`src/rtl/layer_compositor_if.sv`:
```
// Pixel-path bundle between the video timing/sprite logic and the compositor.
// master drives layer pixels and effect requests; slave returns the composited pixel.
interface layer_compositor_if #(
    parameter int NUM_LAYERS = 5,
    parameter int COLOR_W    = 12
);
    localparam int SEL_W = $clog2(NUM_LAYERS + 1);

    logic                          vid_on;
    logic [NUM_LAYERS-1:0]         layer_on;
    logic [NUM_LAYERS*COLOR_W-1:0] layer_rgb;
    logic [NUM_LAYERS-1:0]         layer_en;
    logic [COLOR_W-1:0]            bg_rgb;
    logic                          frame_tick;
    logic                          flash_req;
    logic                          fade_out_req;
    logic                          fade_in_req;
    logic [COLOR_W-1:0]            rgb;
    logic                          rgb_vid_on;
    logic [SEL_W-1:0]              layer_sel;
    logic                          fx_busy;

    modport master (
        output vid_on, layer_on, layer_rgb, layer_en, bg_rgb,
        output frame_tick, flash_req, fade_out_req, fade_in_req,
        input  rgb, rgb_vid_on, layer_sel, fx_busy
    );

    modport slave (
        input  vid_on, layer_on, layer_rgb, layer_en, bg_rgb,
        input  frame_tick, flash_req, fade_out_req, fade_in_req,
        output rgb, rgb_vid_on, layer_sel, fx_busy
    );
endinterface

```
`src/rtl/layer_compositor.sv`:
```
// Priority layer compositor with frame-synchronous flash / fade effects.
// Fixed 2-clk latency pixel-in to pixel-out; one pixel per clk, never stalls.
module layer_compositor #(
    parameter int                 NUM_LAYERS   = 5,
    parameter int                 COLOR_W      = 12,
    parameter int                 KEY_EN       = 1,
    parameter logic [COLOR_W-1:0] KEY_RGB      = 12'hF0F,
    parameter logic [COLOR_W-1:0] FLASH_RGB    = 12'hFFF,
    parameter int                 FLASH_FRAMES = 4,
    parameter int                 FADE_DIV     = 2
) (
    input logic                clk,
    input logic                reset,
    layer_compositor_if.slave  bus
);
    localparam int SEL_W = $clog2(NUM_LAYERS + 1);

    typedef enum logic [2:0] {
        S_IDLE,
        S_FLASH,
        S_FADE_OUT,
        S_BLACK,
        S_FADE_IN
    } fx_state_t;

    fx_state_t          r_state, w_state_nxt;
    logic [3:0]         r_level, w_level_nxt;
    logic [7:0]         r_frame_cnt, w_frame_nxt, w_frame_inc;
    logic [7:0]         r_step_cnt, w_step_nxt, w_step_inc;

    logic [NUM_LAYERS-1:0] w_vis;
    logic [COLOR_W-1:0]    w_win_rgb;
    logic [SEL_W-1:0]      w_win_sel;

    logic [COLOR_W-1:0] r_s1_rgb;
    logic [SEL_W-1:0]   r_s1_sel;
    logic               r_s1_vid;

    logic [COLOR_W-1:0] r_rgb;
    logic [SEL_W-1:0]   r_sel;
    logic               r_vid;

    // Subtract (15 - level) from a channel, saturating at zero.
    function automatic logic [3:0] fade_ch(input logic [3:0] c, input logic [3:0] lvl);
        logic [4:0] s;
        s = {1'b0, c} + {1'b0, lvl};
        return (s >= 5'd15) ? 4'(s - 5'd15) : 4'd0;
    endfunction

    // Descending scan so the lowest visible index overwrites and wins.
    always_comb begin
        w_vis     = '0;
        w_win_rgb = bus.bg_rgb;
        w_win_sel = SEL_W'(NUM_LAYERS);
        for (int i = NUM_LAYERS - 1; i >= 0; i--) begin
            w_vis[i] = bus.layer_on[i] & bus.layer_en[i] &
                       !((KEY_EN != 0) && (bus.layer_rgb[COLOR_W*i +: COLOR_W] == KEY_RGB));
            if (w_vis[i]) begin
                w_win_rgb = bus.layer_rgb[COLOR_W*i +: COLOR_W];
                w_win_sel = SEL_W'(i);
            end
        end
    end

    always_ff @(posedge clk or posedge reset) begin
        if (reset) begin
            r_s1_rgb <= '0;
            r_s1_sel <= SEL_W'(NUM_LAYERS);
            r_s1_vid <= 1'b0;
        end else begin
            r_s1_vid <= bus.vid_on;
            r_s1_rgb <= bus.vid_on ? w_win_rgb : '0;
            r_s1_sel <= bus.vid_on ? w_win_sel : SEL_W'(NUM_LAYERS);
        end
    end

    always_ff @(posedge clk or posedge reset) begin
        if (reset) begin
            r_rgb <= '0;
            r_sel <= SEL_W'(NUM_LAYERS);
            r_vid <= 1'b0;
        end else begin
            r_vid <= r_s1_vid;
            r_sel <= r_s1_sel;
            if (!r_s1_vid)
                r_rgb <= '0;
            else if (r_state == S_FLASH)
                r_rgb <= FLASH_RGB;
            else
                r_rgb <= {fade_ch(r_s1_rgb[11:8], r_level),
                          fade_ch(r_s1_rgb[7:4],  r_level),
                          fade_ch(r_s1_rgb[3:0],  r_level)};
        end
    end

    always_ff @(posedge clk or posedge reset) begin
        if (reset) begin
            r_state     <= S_IDLE;
            r_level     <= 4'd15;
            r_frame_cnt <= '0;
            r_step_cnt  <= '0;
        end else begin
            r_state     <= w_state_nxt;
            r_level     <= w_level_nxt;
            r_frame_cnt <= w_frame_nxt;
            r_step_cnt  <= w_step_nxt;
        end
    end

    // Requests are only honoured in the states that accept them; a tick in
    // the same cycle as an accepted request is swallowed by the transition.
    always_comb begin
        w_state_nxt = r_state;
        w_level_nxt = r_level;
        w_frame_nxt = r_frame_cnt;
        w_step_nxt  = r_step_cnt;
        w_frame_inc = r_frame_cnt + 8'd1;
        w_step_inc  = r_step_cnt + 8'd1;
        case (r_state)
            S_IDLE: begin
                if (bus.flash_req) begin
                    w_state_nxt = S_FLASH;
                    w_frame_nxt = '0;
                end else if (bus.fade_out_req) begin
                    w_state_nxt = S_FADE_OUT;
                    w_step_nxt  = '0;
                end
            end
            S_FLASH: begin
                if (bus.frame_tick) begin
                    if (w_frame_inc == 8'(FLASH_FRAMES)) begin
                        w_state_nxt = S_IDLE;
                        w_frame_nxt = '0;
                    end else begin
                        w_frame_nxt = w_frame_inc;
                    end
                end
            end
            S_FADE_OUT: begin
                if (bus.frame_tick) begin
                    if (w_step_inc == 8'(FADE_DIV)) begin
                        w_step_nxt  = '0;
                        w_level_nxt = r_level - 4'd1;
                        if (r_level == 4'd1)
                            w_state_nxt = S_BLACK;
                    end else begin
                        w_step_nxt = w_step_inc;
                    end
                end
            end
            S_BLACK: begin
                if (bus.fade_in_req) begin
                    w_state_nxt = S_FADE_IN;
                    w_step_nxt  = '0;
                end
            end
            S_FADE_IN: begin
                if (bus.frame_tick) begin
                    if (w_step_inc == 8'(FADE_DIV)) begin
                        w_step_nxt  = '0;
                        w_level_nxt = r_level + 4'd1;
                        if (r_level == 4'd14)
                            w_state_nxt = S_IDLE;
                    end else begin
                        w_step_nxt = w_step_inc;
                    end
                end
            end
            default: begin
                w_state_nxt = S_IDLE;
                w_level_nxt = 4'd15;
            end
        endcase
    end

    assign bus.rgb        = r_rgb;
    assign bus.rgb_vid_on = r_vid;
    assign bus.layer_sel  = r_sel;
    assign bus.fx_busy    = (r_state != S_IDLE);

endmodule

```
`src/flat_wrapper.sv`:
```
// flat-port wrapper written by rule: the top's interface ports become plain ports
module layer_compositor_flat 
#(
    parameter int                 NUM_LAYERS   = 5,
    parameter int                 COLOR_W      = 12,
    parameter int                 KEY_EN       = 1,
    parameter logic [COLOR_W-1:0] KEY_RGB      = 12'hF0F,
    parameter logic [COLOR_W-1:0] FLASH_RGB    = 12'hFFF,
    parameter int                 FLASH_FRAMES = 4,
    parameter int                 FADE_DIV     = 2
)
  (clk, reset, bus_vid_on, bus_layer_on, bus_layer_rgb, bus_layer_en, bus_bg_rgb, bus_frame_tick, bus_flash_req, bus_fade_out_req, bus_fade_in_req, bus_rgb, bus_rgb_vid_on, bus_layer_sel, bus_fx_busy);
  layer_compositor_if #(.NUM_LAYERS(NUM_LAYERS), .COLOR_W(COLOR_W)) bus_i ();
  input logic clk;
  input logic reset;
  input wire logic [$bits(bus_i.vid_on)-1:0] bus_vid_on;
  input wire logic [$bits(bus_i.layer_on)-1:0] bus_layer_on;
  input wire logic [$bits(bus_i.layer_rgb)-1:0] bus_layer_rgb;
  input wire logic [$bits(bus_i.layer_en)-1:0] bus_layer_en;
  input wire logic [$bits(bus_i.bg_rgb)-1:0] bus_bg_rgb;
  input wire logic [$bits(bus_i.frame_tick)-1:0] bus_frame_tick;
  input wire logic [$bits(bus_i.flash_req)-1:0] bus_flash_req;
  input wire logic [$bits(bus_i.fade_out_req)-1:0] bus_fade_out_req;
  input wire logic [$bits(bus_i.fade_in_req)-1:0] bus_fade_in_req;
  output wire logic [$bits(bus_i.rgb)-1:0] bus_rgb;
  output wire logic [$bits(bus_i.rgb_vid_on)-1:0] bus_rgb_vid_on;
  output wire logic [$bits(bus_i.layer_sel)-1:0] bus_layer_sel;
  output wire logic [$bits(bus_i.fx_busy)-1:0] bus_fx_busy;
  assign bus_i.vid_on = bus_vid_on;
  assign bus_i.layer_on = bus_layer_on;
  assign bus_i.layer_rgb = bus_layer_rgb;
  assign bus_i.layer_en = bus_layer_en;
  assign bus_i.bg_rgb = bus_bg_rgb;
  assign bus_i.frame_tick = bus_frame_tick;
  assign bus_i.flash_req = bus_flash_req;
  assign bus_i.fade_out_req = bus_fade_out_req;
  assign bus_i.fade_in_req = bus_fade_in_req;
  assign bus_rgb = bus_i.rgb;
  assign bus_rgb_vid_on = bus_i.rgb_vid_on;
  assign bus_layer_sel = bus_i.layer_sel;
  assign bus_fx_busy = bus_i.fx_busy;
  layer_compositor #(.NUM_LAYERS(NUM_LAYERS), .COLOR_W(COLOR_W), .KEY_EN(KEY_EN), .KEY_RGB(KEY_RGB), .FLASH_RGB(FLASH_RGB), .FLASH_FRAMES(FLASH_FRAMES), .FADE_DIV(FADE_DIV)) u_core (.clk(clk), .reset(reset), .bus(bus_i));
endmodule
```
`config.mk`:
```
export PLATFORM = sky130hd
export DESIGN_NAME = layer_compositor_flat
export DESIGN_NICKNAME = d
export VERILOG_FILES = /design/src/rtl/layer_compositor_if.sv /design/src/rtl/layer_compositor.sv /design/src/flat_wrapper.sv
export SDC_FILE = /design/constraint.sdc
export NUM_CORES = 1
export LEC_CHECK = 0
export CAP_MARGIN = 25
export CORE_MARGIN = 2
export CORE_UTILIZATION = 54
export DETAILED_ROUTE_END_ITERATION = 10
export HOLD_SLACK_MARGIN = 0.1
export PLACE_DENSITY = 0.94
export SYNTH_ARGS = -nofsm -noshare
export SYNTH_HDL_FRONTEND = slang
export SYNTH_SLANG_ARGS = --single-unit
```
`constraint.sdc`:
```
create_clock -name clk -period 5.4 [get_ports clk]
set_clock_uncertainty 0.15 [all_clocks]
set_input_delay 1.08 -clock clk [delete_from_list [all_inputs] [get_ports clk]]
set_output_delay 1.08 -clock clk [all_outputs]
set_load 0.02 [all_outputs]
```
==> results.md <==
Run status:
- The flow ran to the end, and the final reports show no timing, DRC or antenna violations.

Worst hold path:
- The path class of the tightest hold or removal check is register to register.

Critical path:
- Setup slack on the worst reg-to-reg path comes out at between 2 and 2.5 ns.
- The worst setup path is captured at a register.
- In this run the worst setup path terminates at u_core.r_s1_rgb[7].
- Together, buffers and inverters on the worst path number 1.
- The worst setup path is of the primary input to register kind.
- The timing startpoint of the critical path is bus_layer_rgb[2].
- Measured in cells, the most critical reg-to-reg path has a length of 9.
- The largest fanout on the critical path is 14.
- Traced cell by cell, the critical path runs through clkdlybuf4s50_1 -> nand4b_1 -> o311ai_2 -> nand2_2 -> o221ai_1 -> a31oi_1.
- The cell with the largest stage delay on the worst path is o311ai_2.
- The startpoint of the most critical register-to-register path is u_core.r_level[0].
- In this run the number of cells on the critical path is 6.
- The category of cells accounting for the largest share of critical-path delay is compound AO/OA/AOI/OAI gates.
- The worst flop-to-flop path endpoint is u_core.bus.rgb[5].
- STA puts the critical path data arrival time at ~3.3 ns.
- STA puts the critical path data required time at 5.41 ns.
- In this design, the stage delay of the slowest critical-path cell is 0.87 ns.
- STA classifies the critical path startpoint as a primary input.

CTS:
- In this run, post-CTS hold repair placed 0 buffers.
- The count of clock tree sinks is 55.
- Clock-pin slew was measured on the worst setup and hold paths at 0.11 ns.
- For the worst-skew pair, the clock arrives at the later sink with an insertion delay of 0.32 ns.
- Gates resized during post-CTS repair numbered 0.
- The cell chosen for the clock root is clkbuf_8.
- The buffer levels on the longest clock path is 2.
- Clock tree synthesis inserted a total of 5 buffers.
- The TritonCTS clock tree is done.
- The H-tree generated during clock tree synthesis spans 2 levels.
- The setup fix buffers added after clock tree synthesis is 0.

Final layout:
- Compared with the post-synthesis result, the final layout area differs by 28.1%.
- The share of cells above drive strength 1 is 0.0669.
- The core utilization of the finished layout is 0.724.
- 0 antenna diodes ended up in the layout.
- The number of nets at the end of the flow is 667.

Power:
- Across the VDD grid, the largest voltage drop is 0.000191 V.
- The cell area power density is approximately 370 nW/um2.
- The share of total power dissipated in sequential elements is 0.317.
- The reported leakage power is 2.18 nW.
- The switching fraction of total power is 0.436.
- The net switching component of the power is between 0.0008 and 0.0009 W.
- The internal portion of the total power is 0.00111 W.
- Of the total power, combinational logic draws 0.534.
- The share of total power dissipated in the clock network is 0.149.

Detailed routing:
- Using the TritonRoute via totals, the vias-per-cell ratio works out to roughly 6.4.
- The number of design-rule violations left by the first detailed-router iteration is 254.
- In the final routed layout, each cell accounts on average for around 17 um.
- For this run, the detailed router's first-pass iteration total came to 7.
- The total DRC errors in the routed layout is 0.
- The detailed-route via count is about 4200.
- The count of nets left with antenna violations once routing finished came out at 0.
- The wire length reported by the detailed router is 11.3 mm.

Logic synthesis:
- The synthesized netlist cell count is 462.
- The register area share after synthesis is 0.335.
- The number of nets in the synthesized netlist is approximately 580.
- The number of synthesis warnings is 0.
- For this run, asynchronously set or reset flops after synthesis account for 1.00.
- The count of distinct cell types in the synthesized netlist is 70.
- The dominant register cell in the synthesized netlist is dfrtp_1.
- Dividing the synthesized area by the synthesized cell count gives about 9.0 um2.
- The synthesized netlist occupies a cell area of just over 4000 um2.
- The count of flip-flops with a built-in enable after synthesis is 0.
- Synthesis inferred 55 register bits.

Timing:
- Setup repair after global routing left no endpoint under its margin.
- The minimum period implied by the final worst setup slack is ~3.3 ns.
- The total of endpoints with negative setup slack in the final report is 0.
- The final-layout worst hold slack is ~0.22 ns.
- The setup TNS is 0 ns.
- The transition time at the pin with the least slew margin is 0.950 ns.
- The number of endpoints with negative hold slack in the final report is 0.
- For this run, the top clock speed supported by timing is 302 MHz.
- Setup slack closes at 2.09 ns.
- The period utilization is 0.613.
- Headroom to the max-slew limit came out at 0.367.
- The number of max-slew violations in the final report was 0.

Global route:
- In the global route stage, overall resource usage came out at 0.269.
- The initial antenna violation count is 0.
- The number of global-route vias before repair came to approximately 3900.
- The global route total overflow is 0.
- Entering global routing, the biggest net connects 56 pins.
- The first global-routing pass estimated between 15 and 20 mm of wire.

Die:
- The die boundary height is 91.6 um.
- The area of the core region is ~7300 um2.
- The initialized floorplan defines 31 standard-cell rows.
- The initial core utilization is 0.565.
- The die covers 8390 um2.
- Pin placement for this block handled 106 I/O pins.
- The die outline width is 91.6 um.

Placed design:
- The worst setup slack before clock tree synthesis is 1.79 ns.
- The number of buffers inserted by port buffering is 105.
- The routability congestion estimate from global placement is 1.06.
- Detailed placement ended at an HPWL of around 8.6 mm.

Run:
- The max-cap violation count is 0.
worst register-to-register path: stages (launching register included):
cell	delay (ns)
dfstp_2	0.68
ha_1	0.22
inv_1	0.05
fa_1	0.52
inv_1	0.06
ha_1	0.22
o21ai_0	0.17
nor2_1	0.06
o41ai_1	0.63
nor2_1	0.12
layer usage:
layer | share of wire | global-route usage
met5 | 0 | 0
met4 | 0.035 | 0.117
met3 | 0.077 | 0.0349
met2 | 0.51 | 0.487
met1 | 0.37 | 0.315
cell families (layout without fill, tap and decap cells):
family,Yosys count,after routing,synth area share
AO/OA/AOI/OAI,154,154,0.277
buffers and inverters,40,131,0.0480
flip-flops,55,55,0.335
AND/OR/NAND/NOR,171,171,0.222
adder cells (fa/ha/maj),26,26,0.0840
XOR/XNOR,14,14,0.0296
multiplexers,2,2,0.00483
state kept, by name, summed over array words and instances (netlist names):
name and cells:
u_core.bus.rgb 12, u_core.bus.layer_sel 3, u_core.r_step_cnt 8, u_core.bus.rgb_vid_on 1
u_core.r_state 3, u_core.r_s1_vid 1, u_core.r_s1_sel 3, u_core.r_frame_cnt 8
u_core.r_level 4, u_core.r_s1_rgb 12
final cells by class:
class / count / area, um2
clock buffers: 5 / 68.8
clock inverters: 3 / 50.0
fillers: 497 / 2020
inverters: 17 / 63.8
multi-input cells: 367 / 2560
flip-flops and latches: 55 / 1390
well taps: 99 / 124
repair buffers: 106 / 1060
cells in the mapped netlist, types with 9 or more instances:
| library cell | count | share of area |
|---|---|---|
| dfrtp_1 | 47 | 0.28 |
| nand2_1 | 46 | 0.042 |
| nor2_1 | 37 | 0.034 |
| a21oi_1 | 28 | 0.034 |
| o21ai_0 | 26 | 0.031 |
| ha_1 | 23 | 0.069 |
| inv_1 | 16 | 0.014 |
| nand3_1 | 13 | 0.016 |
| o221ai_1 | 11 | 0.023 |
| and3_1 | 10 | 0.015 |
| nand2b_1 | 10 | 0.015 |
| nor2b_1 | 10 | 0.015 |
| clkbuf_1 | 9 | 0.0082 |
| xnor2_1 | 9 | 0.019 |
worst min path at each step:
stage	from	to	slack (ns)	depth (start not counted)
2_1_floorplan	u_core.r_s1_sel[1]	u_core.bus.layer_sel[1]	0.18	0
3_3_place_gp	u_core.r_s1_sel[1]	u_core.bus.layer_sel[1]	0.18	0
3_5_place_dp	u_core.r_s1_sel[0]	u_core.bus.layer_sel[0]	0.20	0
4_1_cts	u_core.r_s1_sel[0]	u_core.bus.layer_sel[0]	0.22	0
5_1_grt	u_core.r_s1_sel[2]	u_core.bus.layer_sel[2]	0.22	0
6_report	u_core.r_s1_sel[0]	u_core.bus.layer_sel[0]	0.22	0
layout by cell type (no fill, tap or decap), types with 6 or more instances in the layout:
cell type        instances
o221ai_1                11
a21o_1                   8
xnor2_1                  9
and3_1                  10
a311o_1                  7
nand4b_1                 6
a31oi_1                  8
nand2_1                 46
nand4_1                  7
a21oi_1                 28
dfstp_2                  8
ha_1                    23
dfrtp_1                 47
inv_1                   15
nand2b_1                10
nand3_1                 13
nor3_1                   8
nor2b_1                 10
clkdlybuf4s50_1        105
nor2_1                  37
o21ai_0                 26
power groups by stage:
stage	Combinational, W	Clock (W)	Sequential (W)
2_1_floorplan	0.000711	0	0.000604
3_3_place_gp	0.000953	0	0.000620
3_5_place_dp	0.00102	0	0.000629
4_1_cts	0.00103	0.000298	0.000621
5_1_grt	0.00115	0.000311	0.000642
6_report	0.00105	0.000293	0.000625
stage by stage:
| stage | cell area [um2] | total power [W] | instances |
|---|---|---|---|
| floorplan | 4140 | 0.00131 | 462 |
| global placement | 5190 | 0.00157 | 644 |
| detailed placement | 5190 | 0.00164 | 644 |
| CTS | 5310 | 0.00195 | 652 |
| global route | 5310 | 0.00210 | 652 |
| finish | 5310 | 0.00197 | 652 |
Note: power is estimated with default switching activity, not from simulation.
